### src/rtl/obi_mem_arbiter.sv
// Purpose: N-to-1 OBI arbiter, round-robin grant, in-order response routing via an ID FIFO.
// Latency: grant and response are combinational from mem_gnt_i / mem_rvalid_i (0 added cycles).
// Backpressure: address phase held on the selected master until memory grants; a full ID FIFO blocks mem_req_o.
module obi_mem_arbiter #(
    parameter int NUM_REQ         = 2,
    parameter int ADDR_WIDTH      = 32,
    parameter int DATA_WIDTH      = 32,
    parameter int MAX_OUTSTANDING = 4
) (
    input  logic                                  clk_i,
    input  logic                                  rst_ni,
    input  logic [NUM_REQ-1:0]                    req_i,
    output logic [NUM_REQ-1:0]                    gnt_o,
    input  logic [NUM_REQ-1:0]                    we_i,
    input  logic [NUM_REQ*(DATA_WIDTH/8)-1:0]     be_i,
    input  logic [NUM_REQ*ADDR_WIDTH-1:0]         addr_i,
    input  logic [NUM_REQ*DATA_WIDTH-1:0]         wdata_i,
    output logic [DATA_WIDTH-1:0]                 rdata_o,
    output logic [NUM_REQ-1:0]                    rvalid_o,
    output logic                                  mem_req_o,
    input  logic                                  mem_gnt_i,
    output logic                                  mem_we_o,
    output logic [DATA_WIDTH/8-1:0]               mem_be_o,
    output logic [ADDR_WIDTH-1:0]                 mem_addr_o,
    output logic [DATA_WIDTH-1:0]                 mem_wdata_o,
    input  logic [DATA_WIDTH-1:0]                 mem_rdata_i,
    input  logic                                  mem_rvalid_i,
    output logic [$clog2(MAX_OUTSTANDING+1)-1:0]  outstanding_o,
    output logic                                  err_o
);

    localparam int BE_W  = DATA_WIDTH / 8;
    localparam int ID_W  = $clog2(NUM_REQ);
    localparam int PTR_W = (MAX_OUTSTANDING > 1) ? $clog2(MAX_OUTSTANDING) : 1;
    localparam int CNT_W = $clog2(MAX_OUTSTANDING + 1);

    typedef enum logic {ARB, HOLD} state_e;

    state_e            state_q;
    logic [ID_W-1:0]   rr_ptr_q, rr_ptr_d;
    logic [ID_W-1:0]   held_id_q;
    logic [ID_W-1:0]   fifo_q [MAX_OUTSTANDING];
    logic [PTR_W-1:0]  head_q, head_d, tail_q, tail_d;
    logic [CNT_W-1:0]  count_q, count_d;
    logic              err_q, err_d;

    logic [ID_W-1:0]   arb_sel, cand, sel, head_id;
    logic              arb_found, full, empty, push, pop;

    // Round-robin search starting at rr_ptr_q; first requester found wins.
    always_comb begin
        arb_sel   = '0;
        arb_found = 1'b0;
        cand      = '0;
        for (int i = 0; i < NUM_REQ; i++) begin
            cand = ID_W'((int'(rr_ptr_q) + i) % NUM_REQ);
            if (!arb_found && req_i[cand]) begin
                arb_found = 1'b1;
                arb_sel   = cand;
            end
        end
    end

    assign full    = (count_q == CNT_W'(MAX_OUTSTANDING));
    assign empty   = (count_q == '0);
    assign sel     = (state_q == HOLD) ? held_id_q : arb_sel;
    assign head_id = fifo_q[head_q];

    // Address phase: locked to held_id while waiting for grant; full never bypassed by a same-cycle pop.
    always_comb begin
        if (state_q == HOLD) mem_req_o = req_i[held_id_q] && !full;
        else                 mem_req_o = (|req_i) && !full;
        push = mem_req_o && mem_gnt_i;
        gnt_o = '0;
        if (push) gnt_o[sel] = 1'b1;
        mem_addr_o  = '0;
        mem_wdata_o = '0;
        mem_be_o    = '0;
        mem_we_o    = 1'b0;
        if (mem_req_o) begin
            mem_addr_o  = addr_i[int'(sel)*ADDR_WIDTH +: ADDR_WIDTH];
            mem_wdata_o = wdata_i[int'(sel)*DATA_WIDTH +: DATA_WIDTH];
            mem_be_o    = be_i[int'(sel)*BE_W +: BE_W];
            mem_we_o    = we_i[sel];
        end
    end

    // Response routing: FIFO head names the master; a response with nothing outstanding is dropped.
    always_comb begin
        pop      = mem_rvalid_i && !empty;
        rvalid_o = '0;
        if (pop) rvalid_o[head_id] = 1'b1;
        rdata_o  = mem_rdata_i;
    end

    // Next-state for round-robin pointer, FIFO pointers, occupancy and sticky error.
    always_comb begin
        rr_ptr_d = rr_ptr_q;
        head_d   = head_q;
        tail_d   = tail_q;
        count_d  = count_q;
        err_d    = err_q || (mem_rvalid_i && empty);
        if (push) begin
            rr_ptr_d = ID_W'((int'(sel) + 1) % NUM_REQ);
            tail_d   = (tail_q == PTR_W'(MAX_OUTSTANDING - 1)) ? '0 : tail_q + 1'b1;
        end
        if (pop) head_d = (head_q == PTR_W'(MAX_OUTSTANDING - 1)) ? '0 : head_q + 1'b1;
        if (push && !pop)      count_d = count_q + 1'b1;
        else if (pop && !push) count_d = count_q - 1'b1;
    end

    // Arbitration FSM plus state registers; a dropped request in HOLD releases the lock without a grant.
    always_ff @(posedge clk_i) begin
        if (!rst_ni) begin
            state_q   <= ARB;
            held_id_q <= '0;
            rr_ptr_q  <= '0;
            head_q    <= '0;
            tail_q    <= '0;
            count_q   <= '0;
            err_q     <= 1'b0;
        end else begin
            case (state_q)
                ARB: begin
                    if (mem_req_o && !mem_gnt_i) begin
                        held_id_q <= arb_sel;
                        state_q   <= HOLD;
                    end
                end
                HOLD: begin
                    if (push || !req_i[held_id_q]) state_q <= ARB;
                end
                default: state_q <= ARB;
            endcase
            rr_ptr_q <= rr_ptr_d;
            head_q   <= head_d;
            tail_q   <= tail_d;
            count_q  <= count_d;
            err_q    <= err_d;
        end
    end

    // ID storage needs no reset; occupancy decides which entries are live.
    always_ff @(posedge clk_i) begin
        if (push) fifo_q[tail_q] <= sel;
    end

    assign outstanding_o = count_q;
    assign err_o         = err_q;

endmodule

### config.mk
export PLATFORM = sky130hd
export DESIGN_NAME = obi_mem_arbiter
export DESIGN_NICKNAME = d
export VERILOG_FILES = /design/src/rtl/obi_mem_arbiter.sv
export SDC_FILE = /design/constraint.sdc
export NUM_CORES = 1
export LEC_CHECK = 0
export CAP_MARGIN = 5
export CORE_AREA = 2 2 112 114
export DETAILED_ROUTE_END_ITERATION = 7
export DIE_AREA = 0 0 114 116
export SLEW_MARGIN = 20
export SYNTH_ARGS = -nofsm -noshare
export SYNTH_HDL_FRONTEND = slang
export SYNTH_SLANG_ARGS = --single-unit
### constraint.sdc
create_clock -name clk_i -period 2.6 [get_ports clk_i]
set_clock_uncertainty 0.2 [all_clocks]
set_input_delay 0.78 -clock clk_i [delete_from_list [all_inputs] [get_ports clk_i]]
set_output_delay 0.78 -clock clk_i [all_outputs]
set_load 0.02 [all_outputs]
== Word level (Yosys, flattened, before mapping) ==
Memory sizes are Yosys's and may differ from the RTL's. A register that Yosys moved wholly into a read port is not among the register bits.
Index checks and enable logic that the tools add are counted.
Cells by class
  order comparisons: 7
  shift-type cells: 3
  equal/unequal tests: 3
  reductions and logical operators: 24
  add/subtract/negate cells: 6
  bitwise gates (word level): 1
  mux-type cells: 34
Operators with widths (count)
  variable part select 64 x 7 -> 32 bit: 2
  2-to-1 mux 32 bit: 2
  2-to-1 mux 1 bit: 20
  2-to-1 mux 2 bit: 6
  logical AND 1 bit: 11
  less-than comparator 1 x 2 -> 1 bit, second input constant: 5
  variable part select 8 x 4 -> 4 bit: 1
  logical NOT 1 bit: 7
  2-to-1 mux 3 bit: 2
  adder 2 x 1 -> 2 bit, second input constant: 2
  == test 2 bit, second input constant: 2
  2-to-1 mux 4 bit: 1
  adder 3 x 1 -> 3 bit, second input constant: 1
  == test 3 bit, second input constant: 1
  logical NOT 3 bit: 1
  subtractor 3 x 1 -> 3 bit, second input constant: 1
  adder 1 bit, second input constant: 2
  demux 1 bit (select 1 bit): 2
  greater-or-equal comparator 1 bit, second input constant: 2
  logical OR 1 bit: 2
  case mux 1 bit (2 select lines): 1
  AND reduction 2 bit: 1
  nonzero test 2 bit: 1
  OR reduction 2 bit: 1
  NOT 1 bit: 1
Word-level totals
  input bits: 176
  memories kept: 1
  memory bits (writable): 4
  output and inout bits: 110
  register bits after elaboration: 11
  word-level logic and storage cells: 86
Memory list
  fifo_q: depth 4, bits a word 1, read ports 1, clocked after Yosys merged registers in 1, wr ports 1, RTL line 42  | logic [ID_W-1:0] fifo_q [MAX_OUTSTANDING];

== Logic depth before layout (Yosys ltp) ==
Gate-level depths: netlist (run 1).
  word-level depth: 12
  mapped depth: 10

== Worst setup path after synthesis (run 1) ==
Ideal clock, no wire load.
  kind: input -> output
  start: in req_i[0]
  end: out mem_wdata_o[23]
  buffers on the path: 2
  required time: 1.620 ns
  slack: -0.291 ns
  arrival: 1.911 ns
  stages: 7
  path through: nor2b_1 -> o31a_1 -> buf_4 -> inv_6 -> buf_6 -> nand2_1 -> a21oi_1
Between the ends
  longest elaborated chain between the ends: 9
Ends and longest elaborated chain
  start: declaration: RTL line 12  | input logic [NUM_REQ-1:0] req_i,
  2-to-1 mux 1 bit (implied by the code) (2 in a row): RTL line 57  | if (!arb_found && req_i[cand]) begin
  2-to-1 mux 1 bit: RTL line 57
  logical NOT 1 bit: RTL line 57
  logical AND 1 bit: RTL line 57
  2-to-1 mux 1 bit *: RTL line 57
  2-to-1 mux 1 bit *: RTL line 66  | assign sel = (state_q == HOLD) ? held_id_q : arb_sel;
  net sel: RTL line 47  | logic [ID_W-1:0] arb_sel, cand, sel, head_id;
  variable part select 64 x 7 -> 32 bit *: RTL line 82  | mem_wdata_o = wdata_i[int'(sel)*DATA_WIDTH +: DATA_WIDTH];
  2-to-1 mux 32 bit *: RTL line 80  | if (mem_req_o) begin
  end: declaration: RTL line 25  | output logic [DATA_WIDTH-1:0] mem_wdata_o,
The timed path passes the listed nets; every way through them passes the cells marked *. The select of a mux whose other input is x is not followed.

== Worst setup path in the final report (run 1) ==
  start: in req_i[0]
  end: out mem_addr_o[21]
Between the ends
  longest elaborated chain between the ends: 9
Ends and longest elaborated chain
  2-to-1 mux 1 bit (implied by the code) (2 in a row): RTL line 57
  2-to-1 mux 1 bit: RTL line 57
  logical NOT 1 bit: RTL line 57
  logical AND 1 bit: RTL line 57
  2-to-1 mux 1 bit: RTL line 57
  2-to-1 mux 1 bit: RTL line 66
  variable part select 64 x 7 -> 32 bit: RTL line 81  | mem_addr_o = addr_i[int'(sel)*ADDR_WIDTH +: ADDR_WIDTH];
  2-to-1 mux 32 bit *: RTL line 80
  end: declaration: RTL line 24  | output logic [ADDR_WIDTH-1:0] mem_addr_o,
Every way passes the cells marked *; elsewhere a longest branch is shown, timed or not. The select of a mux whose other input is x is not followed.

==> summary.txt, run 1 <==
Setup path
  • Crit path DAT: around 2.2 ns
  • Critical Path Most Common Cell: buf_6
  • Crit-path max FO: 6
  • Critical setup path kind: input port to primary output
  • Crit. End Element: primary output
  • Critical path launch point type: input port
  • Crit path cell chain: buf_6 -> nor2b_4 -> o31a_4 -> buf_6 -> inv_8 -> buf_6 -> buf_6 -> buf_16 -> nand2_1 -> a21oi_4 -> buf_6
  • Max incr delay on CP: just under 0.3 ns
  • Critical-path top delay cell: o31a_4
  • CP required: approximately 1.6 ns

Yosys
  • Post-Syn Instances: around 350
  • #FFs+latches synth: 17
  • Post-synth top area share: 26.19%
  • Largest area contributor in the netlist: nand2_1
  • Mapped Area: around 2100 um2
  • Sequential area share after synthesis: 17.94%
  • Warnings from Yosys: 0
  • Syn_nets: 530
  • Post-synth cell types: 34
  • Avg Inst Size Synth: just over 6 um2
  • Ranking of synthesized cells by area: nand2_1 (26%), a21oi_1 (17%), dfxtp_1 (12%)

Finish
  • Multi-input gate area: 2078 um2
  • Post-Layout Inst Area: between 5000 and 6000 um2
  • Register area: 381.6 um2
  • Fill cells: roughly 1100
  • Finished Layout Cells: 732
  • Share of cells above drive strength 1: between 40% and 50%
  • Fin util: 49.57%
  • Nets: ~770
  • ANT cells: 0
  • P&R area growth vs syn: 178.4%

Floorplan
  • Row count: 40
  • DIE AREA: roughly 13000 um2
  • Die Height: 116 um
  • IO Pins: approximately 290
  • CORE AREA: 11910 um2
  • Chip Width: ~110 um
  • Initial Util: between 10% and 20%

STA
  • F_max: 317.8 MHz
  • Final Slew Violations: 0
  • Final worst path period share: 121.0%
  • RSZ-0062 raised after global routing: yes
  • Final setup vio count: between 70 and 80
  • Final worst slack: -0.5465 ns
  • Slew headroom: between 60% and 70%
  • Final Hold Vio Count: 0
  • Min cycle time layout: 3.146 ns
  • Slew @ Worst Pin: just under 0.5 ns

Place
  • GP Congestion: 0.7407
  • Post-detail-place hpwl: a little under 8 mm
  • Post-Place Worst Slack: -1.348 ns
  • Port buffer count: approximately 220
  • Placement Cell Area: between 4000 and 5000 um2
  • Placed Cells: roughly 690

Detailed routing
  • Final wirelength: roughly 12 mm
  • Iter 0 DRT Violations: between 100 and 150
  • DR vias: about 3200
  • Drt drc: 0
  • Drt first pass iters: 4
  • WL/cell: about 16 um
  • ANT nets after route: 0
  • Vias per std cell: ~4.4

Hold path
  • Worst Hold Class: flip-flop to flip-flop

GRT
  • GRT Residual Overflow: 0
  • Initial antenna violation count: 1
  • Largest net degree at the start of global routing: 39
  • Vias in the first global route: roughly 3200
  • Total Routing Usage GR: ~16%
  • First-pass GRT wire length: 16.57 mm

Run status
  • Outcome: finished, violations left
  • Failing checks: setup timing

Clock network
  • Clock H-tree levels: 1
  • CTS Hold Buffers Added: 0
  • CTS clock-pin slew for the worst setup and hold paths: approximately 0.050 ns
  • Clock net sink count: 17
  • CTS max path bufs: 2
  • Clock root buffer: clkbuf_16
  • CTS tree: yes
  • Cts bufs inserted: 3
  • Worst skew pair latency: 0.25 ns

Power and ir drop
  • Power Total: roughly 0.0038 W
  • Pwr dens: 641.8 nW/um2
  • Worst VDD drop: between 0.2 and 0.25 mV
  • LEAKAGE: between 2 and 3 nW

Flow run
  • Max Cap Viol: 0
## worst paths after layout
kind | slack, ns | from | end | cells past startpoint
max | -0.55 | req_i[0] | mem_addr_o[21] | 11
max reg2reg | 0.02 | state_q | outstanding_o[2] | 13
min | 0.29 | err_o | err_o | 2
min reg2reg | 0.29 | err_o | err_o | 2
## final cells by class
class | instances | area share [%]
timing repair buffer | 289 | 53.10
multi-input combinational | 267 | 35.20
sequential | 17 | 6.463
tap | 147 | 3.115
clock buffer | 3 | 1.271
inverter | 8 | 0.7629
clock inverter | 1 | 0.08476
## routing by layer
layer,wire [um],part of all wire [%],track usage (%),vias up
met5,13,0.11,0,-
li1,-,-,-,1573
met2,6288,52,29.88,156
met3,1014,8.4,4.132,14
met1,4531,38,17.65,1463
met4,162,1.3,3.333,2
## cells by family (layout without fill, tap and decap cells)
group / Yosys count / in the layout / synth area share (%)
AO/OA/AOI/OAI: 80 / 80 / 20.71
XOR/XNOR: 2 / 2 / 0.8261
adder cells (fa/ha/maj): 7 / 7 / 4.484
buffers and inverters: 63 / 301 / 19.82
flip-flops: 17 / 17 / 17.94
multiplexers: 7 / 7 / 3.894
AND/OR/NAND/NOR: 171 / 171 / 32.33
## stage by stage
stage	hold slack, ns	setup TNS [ns]
2_1_floorplan	0.2515	-11.93
3_3_place_gp	0.2725	-93.40
3_5_place_dp	0.2822	-93.88
4_1_cts	0.2938	-36.05
5_1_grt	0.3170	-37.76
6_report	0.2885	-33.54
## cells in the final DEF (no fill, tap or decap), drive strengths merged, types with 2 or more instances in the layout
cell type      instances
nand2                148
clkdlybuf4s50        143
buf                  139
a21oi                 71
dfxtp                 13
nor2b                  7
inv                    7
mux2i                  6
clkbuf                 6
nor2                   6
ha                     6
and2                   5
edfxtp                 4
nor3                   2
o211ai                 2
dlygate4sd2            2
o21ai                  2
clkinv                 2
## critical path: cells and delay by family
kind            cells  cell delay (ns)
buf+inv             7             0.74
compound gates      2             0.43
simple gates        2             0.20
## cells in the mapped netlist
library cell,number
o31a_1,1
o2111a_1,1
buf_6,7
fa_1,1
nor3_1,2
a21oi_1,71
ha_1,6
o211ai_1,2
inv_6,1
a21boi_0,1
mux4_2,1
o21ai_2,1
buf_4,33
o21ai_0,1
a2bb2oi_2,1
dfxtp_1,13
inv_1,5
nand3_2,1
o31ai_2,1
mux2i_1,6
clkbuf_1,9
clkinv_1,1
or3_1,1
xnor2_1,1
nor2_1,6
and2_1,5
inv_2,1
buf_2,2
buf_1,4
nand2_1,148
xor2_1,1
and3_1,1
nor2b_1,7
edfxtp_1,4
## power breakdown
group / internal, W / switching (W) / total (W)
Combinational: 0.00158 / 0.00152 / 0.00311
Sequential: 0.000334 / 0.0000415 / 0.000376
Clock: 0.000206 / 0.000101 / 0.000307
Total: 0.00212 / 0.00167 / 0.00379
## repair_timing
action,in CTS,in global routing
pin swaps,13,40
gates resized for setup,491,86
setup buffers,24,16
gates cloned,8,3
endpoints found under the setup margin,81,75
No activity file was read; power rests on OpenSTA's default activity.
==> run 2, diff against run 1 <==
--- a/config.mk
+++ b/config.mk
@@ -11,2 +11,3 @@
 export DIE_AREA = 0 0 114 116
+export SKIP_CTS_REPAIR_TIMING = 1
 export SLEW_MARGIN = 20
==> constraint.sdc (replaced) <==
create_clock -name clk_i -period 2.6 [get_ports clk_i]
set_clock_uncertainty 0.2 [all_clocks]
set_input_delay 0.26 -clock clk_i [delete_from_list [all_inputs] [get_ports clk_i]]
set_output_delay 0.26 -clock clk_i [all_outputs]
set_load 0.02 [all_outputs]
==> run 2 against run 1 <==
Against the previous run:
- the run still ends with setup timing left
- clock-buffer cell count did not move
- sequential share of layout area rose by 1.9 points
- register-to-register slack better by 0.18 ns
- global-route usage down 2.2 points
- first-iteration DRC count is 7.9% higher
- non-clock buffer count fell by 50
==> summary.txt, run 2 (synthesized netlist as in run 1, its figures left out) <==
Setup path
  • Critical Path Most Common Cell: clkdlybuf4s50_1
  • Critical-path top delay cell: clkdlybuf4s50_1
  • Crit-path max FO: 24
  • Critical setup path kind: input port to primary output
  • CP required: 2.14 ns
  • Crit. End Element: primary output
  • Critical path launch point type: input port
  • Max incr delay on CP: roughly 0.61 ns
  • Crit path cell chain: clkdlybuf4s50_1 -> nor2b_1 -> o31a_2 -> inv_6 -> buf_12 -> nand2_1 -> a21oi_1 -> clkdlybuf4s50_1
  • Crit path DAT: around 2.3 ns

STA
  • Final Hold Vio Count: 0
  • Final Slew Violations: 0
  • Slew @ Worst Pin: 0.4710 ns
  • Min Hold Slack: roughly 0.26 ns
  • Final setup vio count: 3
  • Min cycle time layout: 2.765 ns
  • RSZ-0062 raised after global routing: yes
  • Final worst slack: -0.1652 ns
  • Final worst path period share: 106.4%
  • F_max: around 360 MHz
  • Setup_tns: -0.4409 ns
  • Slew headroom: about two thirds

Clock network
  • Clock net sink count: 17
  • Cts bufs inserted: 3
  • CTS clock-pin slew for the worst setup and hold paths: around 0.050 ns
  • CTS max path bufs: 2
  • Clock H-tree levels: 1
  • Worst skew pair latency: around 0.25 ns
  • CTS tree: yes
  • Clock root buffer: clkbuf_16

Power and ir drop
  • Sw frac: between 40% and 50%
  • Switching power: between 0.001 and 0.0015 W
  • Flop pwr share: between 10% and 20%
  • LEAKAGE: roughly 2.6 nW
  • Power Internal: roughly 0.0016 W
  • Worst VDD drop: between 0.2 and 0.25 mV
  • Combinational cell fraction of total power: 74.4%
  • Clock share of power: roughly 11%
  • Pwr dens: around 610 nW/um2

Detailed routing
  • Iter 0 DRT Violations: about 140
  • Vias per std cell: 4.331
  • Drt drc: 0
  • Drt first pass iters: 5
  • ANT nets after route: 0
  • Final wirelength: between 9 and 10 mm
  • WL/cell: about 14 um
  • DR vias: around 3000

GRT
  • Vias in the first global route: slightly below 3000
  • GRT Residual Overflow: 0
  • Total Routing Usage GR: between 10% and 20%
  • Initial antenna violation count: 0
  • First-pass GRT wire length: ~14 mm
  • Largest net degree at the start of global routing: 38

Finish
  • Most common cell after layout, fill and taps aside: clkdlybuf4s50_1
  • P&R area growth vs syn: 116.9%
  • Nets: between 700 and 800
  • ANT cells: 0
  • Most frequent cells in the layout: clkdlybuf4s50_1 (151), nand2_1 (147), a21oi_1 (71), dlymetal6s2s_1 (65), buf_4 (14)
  • Share of cells above drive strength 1: under 10%
  • Fin util: 38.62%

Place
  • Post-detail-place hpwl: 7.820 mm
  • GP Congestion: 0.8096
  • Port buffer count: around 220

Floorplan
  • Initial Util: roughly 18%
  • IO Pins: between 200 and 300
  • CORE AREA: roughly 12000 um2
  • DIE AREA: roughly 13000 um2
  • Chip Width: roughly 110 um
  • Die Height: ~120 um
  • Row count: 40

Hold path
  • Worst Hold Class: input port to flip-flop

Run status
  • Failing checks: setup timing
  • Outcome: finished, violations left

Flow run
  • Max Cap Viol: 0
[run 2: critical path: cells and delay by family]
kind	cells	cell delay, ns
buffers and inverters	4	1.32
AOI/OAI and AO/OA	2	0.49
and+or+nand+nor	2	0.21
[run 2: stage by stage]
stage               area (um2)  setup WS (ns)  cells  power [W]
floorplan                 2121        0.03472    347   0.001531
global placement          4348        -0.3601    678   0.002527
detailed placement        4348        -0.3783    678   0.002556
CTS                       4428        -0.3861    682   0.002890
global route              4601        -0.2561    682   0.003010
finish                    4601        -0.1652    682   0.002809
[run 2: path summary, 6_finish.rpt]
kind	from	endpoint	slack, ns	cells past startpoint
worst min-delay path	req_i[1]	held_id_q	0.26	3
worst max register to register	outstanding_o[0]	outstanding_o[2]	0.20	10
worst min register to register	rr_ptr_q	rr_ptr_q	0.29	2
worst max-delay path	req_i[0]	mem_wdata_o[22]	-0.17	8
[run 2: power groups by stage]
stage | combinational [W] | sequential (W) | clock (W)
2_1_floorplan | 0.00111 | 0.000420 | 0
3_3_place_gp | 0.00213 | 0.000397 | 0
3_5_place_dp | 0.00215 | 0.000402 | 0
4_1_cts | 0.00217 | 0.000397 | 0.000324
5_1_grt | 0.00226 | 0.000415 | 0.000334
6_report | 0.00209 | 0.000405 | 0.000314
[run 2: layout make-up]
| cell class | count | area, um2 |
|---|---|---|
| clock inverter | 1 | 5.005 |
| fill | 1215 | 7311 |
| sequential | 17 | 382.9 |
| tap | 147 | 183.9 |
| multi-input combinational | 267 | 1333 |
| inverter | 8 | 35.03 |
| timing repair buffer | 239 | 2586 |
| clock buffer | 3 | 75.07 |
[run 2: layer usage]
metal	part of all wire (%)	vias up	wire length [um]	GRT usage, %
li1	-	1468	-	-
met5	0	-	0	0
met3	10	19	1032	5.073
met2	50	173	4913	23.69
met1	38	1294	3723	15.48
met4	2.0	0	197	3.984
